`config.mk`:
```
export PLATFORM = sky130hd
export DESIGN_NAME = acq_seq_ctrl
export DESIGN_NICKNAME = d
export VERILOG_FILES = /design/src/rtl/acq_seq_ctrl.sv
export SDC_FILE = /design/constraint.sdc
export NUM_CORES = 1
export LEC_CHECK = 0
export ABC_AREA = 0
export ABC_CLOCK_PERIOD_IN_PS = 2270
export CAP_MARGIN = 20
export CORE_ASPECT_RATIO = 0.5
export CORE_MARGIN = 2
export CORE_UTILIZATION = 40
export CTS_CLUSTER_DIAMETER = 80
export DETAILED_ROUTE_END_ITERATION = 7
export GPL_TIMING_DRIVEN = 0
export PLACE_DENSITY = 0.75
export SLEW_MARGIN = 20
export SYNTH_ARGS = -nofsm -noshare
export SYNTH_HDL_FRONTEND = slang
export SYNTH_SLANG_ARGS = --single-unit
```
`constraint.sdc`:
```
create_clock -name adclk -period 2.27 [get_ports adclk]
set_input_delay 0.454 -clock adclk [delete_from_list [all_inputs] [get_ports adclk]]
set_output_delay 0.454 -clock adclk [all_outputs]
set_load 0.01 [all_outputs]
```
`src/rtl/acq_seq_ctrl.sv`:
```
// A-line acquisition sequencer: trigger-started ping-pong capture into two banks.
// Optional test pattern on wr_data when ACQ_TESTPAT_EN is defined.
module acq_seq_ctrl #(
  parameter int NSAMP = 2048,
  parameter int AW    = 12
) (
  input  logic          adclk,
  input  logic          rst_n,
  input  logic          arm,
  input  logic          trig,
  input  logic [11:0]   a2dc,
  input  logic [1:0]    bank_ack,
  input  logic          tp_en,
  output logic          wr_en,
  output logic [AW-1:0] wr_addr,
  output logic [11:0]   wr_data,
  output logic          wr_bank,
  output logic [1:0]    bank_rdy,
  output logic          busy,
  output logic [15:0]   ovr_cnt,
  output logic [15:0]   aline_cnt
);

  localparam logic [AW-1:0] LAST = AW'(NSAMP - 1);

  typedef enum logic [1:0] {
    IDLE,
    WAIT_TRIG,
    CAPTURE
  } state_t;

  state_t state, next_state;

  logic          trig_q;
  logic          edge_det;
  logic [AW-1:0] cnt;
  logic [11:0]   din;
  logic          last_wr;
  logic          issue;
  logic          start;
  logic          drop;
  logic [1:0]    set_mask;

  assign edge_det = trig & ~trig_q;
  assign last_wr  = wr_en && (wr_addr == LAST);

`ifdef ACQ_TESTPAT_EN
  assign din = tp_en ? 12'(cnt) : a2dc;
`else
  logic unused_tp_en;
  assign unused_tp_en = tp_en;
  assign din = a2dc;
`endif

  always_ff @(posedge adclk or negedge rst_n) begin
    if (!rst_n) state <= IDLE;
    else        state <= next_state;
  end

  // CAPTURE is held through the cycle that presents the last write,
  // so bank bookkeeping happens on the edge right after it.
  always_comb begin
    next_state = state;
    unique case (state)
      IDLE:      if (arm) next_state = WAIT_TRIG;
      WAIT_TRIG: begin
        unique case (1'b1)
          !arm:    next_state = IDLE;
          start:   next_state = CAPTURE;
          default: next_state = WAIT_TRIG;
        endcase
      end
      CAPTURE:   if (last_wr) next_state = arm ? WAIT_TRIG : IDLE;
      default:   next_state = IDLE;
    endcase
  end

  always_comb begin
    busy     = (state == CAPTURE);
    issue    = (state == CAPTURE) && !last_wr;
    start    = (state == WAIT_TRIG) && arm && edge_det
               && !bank_rdy[wr_bank];
    drop     = (state == WAIT_TRIG) && arm && edge_det
               && bank_rdy[wr_bank];
    set_mask = last_wr ? (2'b01 << wr_bank) : 2'b00;
  end

  always_ff @(posedge adclk or negedge rst_n) begin
    if (!rst_n) begin
      trig_q    <= 1'b0;
      cnt       <= '0;
      wr_en     <= 1'b0;
      wr_addr   <= '0;
      wr_data   <= '0;
      wr_bank   <= 1'b0;
      bank_rdy  <= 2'b00;
      ovr_cnt   <= '0;
      aline_cnt <= '0;
    end else begin
      trig_q <= trig;
      wr_en  <= issue;
      if (start) cnt <= '0;
      if (issue) begin
        wr_addr <= cnt;
        wr_data <= din;
        cnt     <= cnt + 1'b1;
      end
      // a set on the same edge as an ack of that bank wins
      bank_rdy <= (bank_rdy & ~bank_ack) | set_mask;
      if (last_wr) begin
        wr_bank   <= ~wr_bank;
        aline_cnt <= aline_cnt + 16'd1;
      end
      if (drop && (ovr_cnt != 16'hFFFF))
        ovr_cnt <= ovr_cnt + 16'd1;
    end
  end

endmodule

```
After elaboration in Yosys (flattened, before gate mapping)
Cells that the tools add are included.
{ "totals": {"regBits": 75, "inputBits": 19, "out_inout_bits": 61, "word_cells": 50} }
{ "classes": {"n_addsub": 3, "order_cmp": 1, "eq_ne": 6, "n_shift": 1, "n_mux": 10, "bitwise_logic": 6, "reduce_logical": 13} }
{ "op_table": {"columns": ["operator", "n"], "rows": [
  ["$add A16 B1 Y16 const B", 2],
  ["$mux W12", 2],
  ["$ne A16 B16 Y1 const B", 1],
  ["$add A12 B1 Y12 const B", 1],
  ["$eq A12 B11 Y1 const B", 1],
  ["$logic_and A1 B1 Y1", 7],
  ["$mux W2", 3],
  ["$pmux W2 S3", 1],
  ["$pmux W2 S2", 1],
  ["$logic_not A1 Y1", 3],
  ["$mux W1", 3],
  ["$and A2 B2 Y2", 1],
  ["$eq A2 B1 Y1 const B", 1],
  ["$eq A2 B2 Y1 const B", 1],
  ["$logic_not A2 Y1", 1],
  ["$lt A1 B2 Y1 const B", 1],
  ["$ne A2 B1 Y1 const B", 1],
  ["$ne A2 B2 Y1 const B", 1],
  ["$not A1 Y1", 2],
  ["$not A2 Y2", 1],
  ["$or A2 B2 Y2", 1],
  ["$reduce_and A2 Y1", 1],
  ["$reduce_bool A2 Y1", 1],
  ["$shl A1 B1 Y2 const A", 1],
  ["$and A1 B1 Y1", 1]
]} }

Depth between registers and ports, before layout
Gate-level depths: netlist (run 1).
{ "logic_depth": {"word_depth": 6, "depth_mapped": 6, "depth_no_buf": 5} }

Worst setup path after synthesis (run 1)
OpenSTA, ideal clock, no wires.
{ "synth_timing": {"path_type": "register to register", "from": "register ovr_cnt[0]", "to": "register ovr_cnt[1]", "setup_time_ps": 125, "arrival_time_ps": 1707, "t_required_ps": 2145, "setup_slack_ps": 438, "path_stages_with_launch": 6, "n_path_buf": 0, "period_less_slack_ps": 1832, "path_cell_list": "dfrtp_1 -> ha_1 -> nand4_4 -> nor3_4 -> a21oi_1 -> mux2_2"} }
{ "synth_between": {"elab_chain_len": 2, "word_cells_on_any_way": 3, "classes_between": "add/sub (1); eq/ne (1); reduce/logical (1)"} }
{ "synth_rtl": {"columns": ["element", "line_no", "source"], "rows": [
  ["start, declared", "20", "output logic [15:0] ovr_cnt,"],
  ["start signal, assigned", "115", "ovr_cnt <= ovr_cnt + 16'd1;"],
  ["parallel branches: the longest is 2 deep, another holds $add A16 B1 Y16", null, null]
]} }
Several ways; the timed one is not identified.
A chain may end at the register's enable or synchronous reset.

Final worst setup path (run 1)
{ "layout_timing": {"from": "register state[0]", "to": "output port busy"} }
{ "layout_between": {"elab_chain_len": 1} }
{ "layout_rtl": {"columns": ["element", "line_no", "source"], "rows": [
  ["start, declared", "32", "state_t state, next_state;"],
  ["start signal, assigned", "57", "else state <= next_state;"],
  ["$eq A2 B2 Y1", "79", "busy = (state == CAPTURE);"],
  ["end, declared", "19", "output logic busy,"]
]} }
No other way between the ends.

==> flow_metrics.py, run 1 <==
metrics = {
    "final_layout": {
        "layout_commonest_cell": "clkdlybuf4s50_1",
        "area_growth_pct": 36.68,
        "nets": 402,
        "finalNonFillerCells": 502,
        "num_antenna_cells": 0,
        "final_cell_mix": "clkdlybuf4s50_1 (77), dfrtp_1 (75), mux2_2 (28)",
        "design_area_um2": 4788,
        "drive_above_1_share": 0.1714,
    },
    "setup_path": {
        "crit_slowest_cell": "clkdlybuf4s50_1",
        "crit_family": "buffers and inverters",
        "cp_cell_sequence": "nand2b_1 > clkbuf_1 > inv_2 > clkdlybuf4s50_1",
        "start_kind": "flip-flop",
        "reg2reg_from": "wr_bank",
        "end_kind": "output port",
        "crit_required_ns": 1.82,
        "crit_fanout": 8,
        "cp.depth": 4,
        "worstSetupPathType": "reg2out",
        "crit_path_max_incr_delay_ns": 0.54,
        "reg2regPathDepth": 4,
        "r2r-end": "cnt[2]",
        "critPathArrivalTime_ns": 1.74,
        "r2r_slack_ns": 0.20,
        "critPathBufInv": 3,
    },
    "yosys": {
        "synth_top_area_share": 0.5357,
        "synth_area_leaders": "dfrtp_1 (54%), mux2_2 (9.0%), xor2_1 (3.8%)",
        "syn-num-nets": 311,
        "syn_area_um2": 3503,
        "yosys.area_share.simple": 0.1693,
        "synth_mux_area_frac": 0.1071,
        "seq_area_frac_synth": 0.5357,
        "synth_xor_xnor_area_share": 0.07250,
        "synth_top_family_by_area": "simple AND/OR/NAND/NOR gates",
        "synth-compound-area-share": 0.07929,
        "synth_fa_ha_area_frac": 0.01071,
        "ys_ff_latch": 75,
        "synthCells": 289,
        "synth_warnings": 0,
        "synth_top_area_cell": "dfrtp_1",
        "ys_types": 44,
        "avgSynthCellArea_um2": 12.12,
    },
    "timing": {
        "rsz0062_at_grt": "false",
        "slew_headroom": 0.6289,
        "maxSlewViolCount": 0,
        "post-route-period-util": 0.9666,
        "finalSetupTns_ns": 0,
        "clock_skew_ns": 0.006658,
        "period_minus_slack_ns": 2.194,
        "worst_pin_slew_ns": 0.5545,
        "finalHoldViolCount": 0,
        "timing.fmax_mhz": 455.7,
        "hold-worst-slack_ns": 0.03213,
        "setup_viol": 0,
    },
    "power": {
        "ir_drop_mv": 0.5434,
        "p_per_area_nw_per_um2": 829.8,
        "leakage_nw": 2.077,
    },
    "clock_network": {
        "clk_pin_slew_worst_paths_ns": 0.06,
        "clock_path_buffers": 2,
        "root_buffer": "clkbuf_16",
        "tritoncts": "yes",
        "cts.sinks": 75,
        "insertion_delay_ns": 0.34,
        "htree_levels": 3,
        "cts_buffers": 9,
    },
    "worst_hold_path": {
        "hp-class": "in2async",
    },
    "routing": {
        "first_pass_iters": 4,
        "postRouteWirelength_um": 7594,
        "vias": 2595,
        "first_iter_violations": 154,
        "routedWlPerCell_um": 15.13,
        "ant_nets": 0,
        "via_per_inst": 5.169,
        "post-route-drc-count": 0,
    },
    "die": {
        "die_w_um": 136.4,
        "ioPinCount": 80,
        "coreArea_um2": 8618,
        "rows": 24,
        "initial_core_util": 0.4065,
        "die-area_um2": 9568,
        "die_h_um": 70.18,
    },
    "job": {
        "drv_cap": 0,
    },
    "grt": {
        "gr-total-overflow": 0,
        "grt_pass1_wl_um": 13050,
        "antenna_found_initial": 0,
        "track_usage": 0.1754,
        "grt_pass1_vias": 2641,
        "grt_max_degree": 50,
    },
    "placed_design": {
        "place.gp.congestion": 0.8128,
        "port-buffer-count": 78,
        "hpwl_um": 5376,
        "postPlaceCellArea_um2": 4456,
        "numPlacedInstances": 485,
    },
    "outcome": {
        "status": "complete, no violations",
    },
}
[worst max path at each step]
stage,startpoint,endpoint,slack [ns]
6_report,state[0],busy,0.08
5_1_grt,state[0],busy,0.03
4_1_cts,state[0],busy,0.06
3_5_place_dp,arm,cnt[2],-0.07
3_3_place_gp,rst_n,ovr_cnt[12],-1.89
2_1_floorplan,ovr_cnt[0],ovr_cnt[1],0.44
[metrics by stage]
step	setup WS [ns]	utilization	total power [mW]
floorplan	0.4382	-	1.996
global placement	-1.889	0.5141	2.430
detailed placement	-0.07274	0.5170	2.456
CTS	0.05855	0.5556	4.028
global route	0.02505	0.5556	4.170
finish	0.07579	0.5556	3.973
[synthesized netlist by cell type]
master,instances
o22ai_1,1
buf_6,1
nand2_1,26
a211oi_1,5
a2111oi_2,3
and3b_1,1
dfrtp_1,75
mux2i_1,6
o211ai_1,2
and2_1,2
xnor2_1,14
xor2_1,15
inv_1,10
and4b_1,1
nor3_1,7
nand4_1,12
nand3_1,19
or3_1,2
nor4_1,6
nand4b_1,2
nand2b_4,1
nor2_1,5
nand2b_1,2
a31oi_1,1
nor3_4,1
nor4b_1,2
a21boi_2,1
ha_1,3
a21oi_1,1
o21ai_0,4
clkbuf_1,2
and4_1,1
nor2b_1,1
nand3b_1,2
mux2_2,28
a2111oi_1,1
a221o_1,3
and3_1,8
a2111oi_4,3
nand4_4,1
o31a_1,1
buf_4,1
or4_4,1
buf_2,5
[routing by layer]
metal / up-vias / global-route usage / routed length, um / share of wire
li1: 1243 / - / - / -
met1: 1294 / 0.2282 / 3533 / 0.47
met2: 51 / 0.2803 / 3624 / 0.48
met3: 7 / 0.04866 / 340 / 0.045
met4: 0 / 0.06597 / 95 / 0.013
met5: - / 0 / 0 / 0
[area by class of cell]
cell class / instances / area, um2
clock buffer: 9 / 225.2
fill: 726 / 3830
buffer: 9 / 51.30
tap: 117 / 146.4
clock inverter: 7 / 100.1
sequential: 75 / 1877
timing repair buffer: 80 / 813.3
inverter: 10 / 37.54
multi-input combinational: 195 / 1538
[power by group]
| part | total, mW | leakage (nW) | internal (mW) | switching, mW |
|---|---|---|---|---|
| sequential | 1.70 | 1.00 | 1.54 | 0.156 |
| clock | 1.54 | 0.149 | 0.969 | 0.569 |
| combinational | 0.740 | 0.924 | 0.466 | 0.274 |
[flip-flops by register name, indices dropped and copies added, names as in the netlist]
| signal | cells |
|---|---|
| wr_en | 1 |
| cnt | 12 |
| wr_addr | 12 |
| wr_data | 12 |
| state | 2 |
| bank_rdy | 2 |
| ovr_cnt | 16 |
| aline_cnt | 16 |
| trig_q | 1 |
| wr_bank | 1 |
[cell families (layout without fill, tap and decap cells)]
kind of cell             count (synthesis)  in the layout
AO/OA/AOI/OAI                           26             26
XOR/XNOR                                29             29
adder cells (fa/ha/maj)                  3              3
buffers and inverters                   19            115
flip-flops                              75             75
multiplexers                            34             34
AND/OR/NAND/NOR                        103            103
[timing repair]
item,4_1_cts,5_1_grt
hold endpoints to repair,0,0
setup endpoints to repair,1,0
setup buffers,1,0
resized for setup,1,0
hold buffers,0,0
No activity file was read; power rests on OpenSTA's default activity.
==> run 2: changes to the inputs <==
--- a/config.mk
+++ b/config.mk
@@ -6,10 +6,8 @@
 export NUM_CORES = 1
 export LEC_CHECK = 0
 export ABC_AREA = 0
-export ABC_CLOCK_PERIOD_IN_PS = 2270
 export CAP_MARGIN = 20
 export CORE_ASPECT_RATIO = 0.5
-export CORE_MARGIN = 2
 export CORE_UTILIZATION = 40
 export CTS_CLUSTER_DIAMETER = 80
 export DETAILED_ROUTE_END_ITERATION = 7
==> flow_metrics.py, run 2 (synthesis gave the netlist of run 1 again) <==
metrics = {
    "grt": {
        "grt_pass1_vias": 2612,
        "antenna_found_initial": 0,
        "gr-total-overflow": 0,
        "grt_pass1_wl_um": 13140,
        "grt_max_degree": 46,
        "track_usage": 0.1935,
    },
    "die": {
        "coreArea_um2": 8230,
        "rows": 23,
        "initial_core_util": 0.4257,
        "die-area_um2": 9159,
        "ioPinCount": 80,
        "die_h_um": 68.18,
        "die_w_um": 134.4,
    },
    "clock_network": {
        "cts_buffers": 9,
        "cts.sinks": 75,
        "clk_pin_slew_worst_paths_ns": 0.06,
        "root_buffer": "clkbuf_16",
        "insertion_delay_ns": 0.34,
        "clock_path_buffers": 2,
        "tritoncts": "yes",
        "htree_levels": 3,
    },
    "timing": {
        "setup_viol": 0,
        "post-route-period-util": 0.9559,
        "period_minus_slack_ns": 2.170,
        "finalHoldViolCount": 0,
        "worst_pin_slew_ns": 0.5473,
        "maxSlewViolCount": 0,
        "rsz0062_at_grt": "false",
        "timing.fmax_mhz": 460.9,
        "slew_headroom": 0.6351,
        "clock_skew_ns": 0.008558,
        "hold-worst-slack_ns": 0.05175,
    },
    "routing": {
        "via_per_inst": 5.284,
        "routedWlPerCell_um": 16.28,
        "ant_nets": 0,
        "first_pass_iters": 4,
        "post-route-drc-count": 0,
        "first_iter_violations": 241,
        "vias": 2621,
        "postRouteWirelength_um": 8074,
    },
    "setup_path": {
        "reg2regPathDepth": 5,
        "critPathCapture": "busy",
        "crit_fanout": 8,
        "r2r-end": "ovr_cnt[1]",
        "start_kind": "flip-flop",
        "worstSetupPathType": "reg2out",
        "critPathArrivalTime_ns": 1.72,
        "end_kind": "output port",
        "crit_required_ns": 1.82,
        "reg2reg_from": "ovr_cnt[0]",
        "crit_start": "state[0]",
        "r2r_slack_ns": 0.24,
    },
    "power": {
        "p_int_mw": 2.965,
        "pwr-share-clk": 0.384,
        "ir_drop_mv": 0.4491,
        "p_per_area_nw_per_um2": 833.0,
        "p_sw_mw": 1.003,
        "pwr-share-seq": 0.429,
        "leakage_nw": 2.083,
        "swShare": 0.2528,
        "comb_power_share": 0.188,
    },
    "final_layout": {
        "nets": 401,
        "finalNonFillerCells": 496,
        "reg_top3": "aline_cnt: 16 flops, ovr_cnt: 16 flops",
        "num_antenna_cells": 0,
        "final_cell_mix": "clkdlybuf4s50_1 (77), dfrtp_1 (75), mux2_2 (28)",
        "layout_commonest_cell": "clkdlybuf4s50_1",
        "drive_above_1_share": 0.1719,
        "area_growth_pct": 35.96,
    },
    "placed_design": {
        "numPlacedInstances": 480,
        "port-buffer-count": 78,
        "hpwl_um": 5701,
        "place.gp.congestion": 0.8323,
    },
    "outcome": {
        "status": "complete, no violations",
    },
    "job": {
        "drv_cap": 0,
    },
    "worst_hold_path": {
        "hp-class": "in2async",
    },
}
## run 2: changes by cell type in the layout (fill, tap and decap cells not counted), sizes merged
cell / previous run / this run
clkinv: 0 / 5
clkbuf: 11 / 10
inv: 12 / 10
clkinvlp: 3 / 0
## run 2: how the worst min path moves through the flow
stage,cells after the start,end,slack [ns],start
after global placement,1,aline_cnt[15],0.46,aline_cnt[15]
after global routing,1,wr_data[8],0.06,rst_n
after CTS,1,aline_cnt[10],0.05,rst_n
final,1,wr_data[8],0.05,rst_n
after floorplan,0,aline_cnt[0],0.16,rst_n
after detailed placement,1,wr_data[8],0.42,rst_n
## run 2: what timing repair did
| action | CTS | global route |
|---|---|---|
| gates resized for setup | 1 | 0 |
| hold buffers | 0 | 0 |
| setup endpoints to repair | 1 | 1 |
| setup buffers | 1 | 0 |
## run 2: power groups by stage
stage	clock network, mW	logic, mW	registers, mW
after floorplan	0	0.235	1.76
after global placement	0	0.719	1.71
after detailed placement	0	0.754	1.72
after CTS	1.55	0.757	1.70
after global routing	1.62	0.804	1.73
final	1.52	0.744	1.70
## run 2: metrics by stage
step	total power [mW]	utilization	area (um2)	worst slack (ns)	TNS (ns)
after floorplan	1.996	-	3503	0.4382	0
after global placement	2.425	0.5375	4424	-1.703	-127.54
after detailed placement	2.469	0.5397	4442	-0.09386	-0.2678
after CTS	4.012	0.5792	4767	0.06289	0
after global routing	4.152	0.5787	4763	0.01968	0
final	3.968	0.5787	4763	0.1002	0
## run 2: layout make-up
class | instances | area [um2]
clock buffers | 9 | 225.2
repair buffers | 80 | 805.8
well taps | 112 | 140.1
clock inverters | 7 | 92.59
inverters | 10 | 37.54
multi-input cells | 195 | 1538
plain buffers | 8 | 47.55
flip-flops and latches | 75 | 1877
fillers | 697 | 3467
## run 2: metal layers
layer,vias up,share of wire,wire (um),GRT usage
met5,-,0,0,0
met1,1307,0.44,3589,0.2412
met2,71,0.49,3985,0.3199
met3,8,0.055,442,0.07185
met4,0,0.0071,57,0.05618
li1,1235,-,-,-
## run 2: worst max-delay path, cell delays in order (launching register included)
cell and delay, ns:
dfrtp_1 0.40, nand2b_1 0.30, inv_2 0.13, clkdlybuf4s50_1 0.54
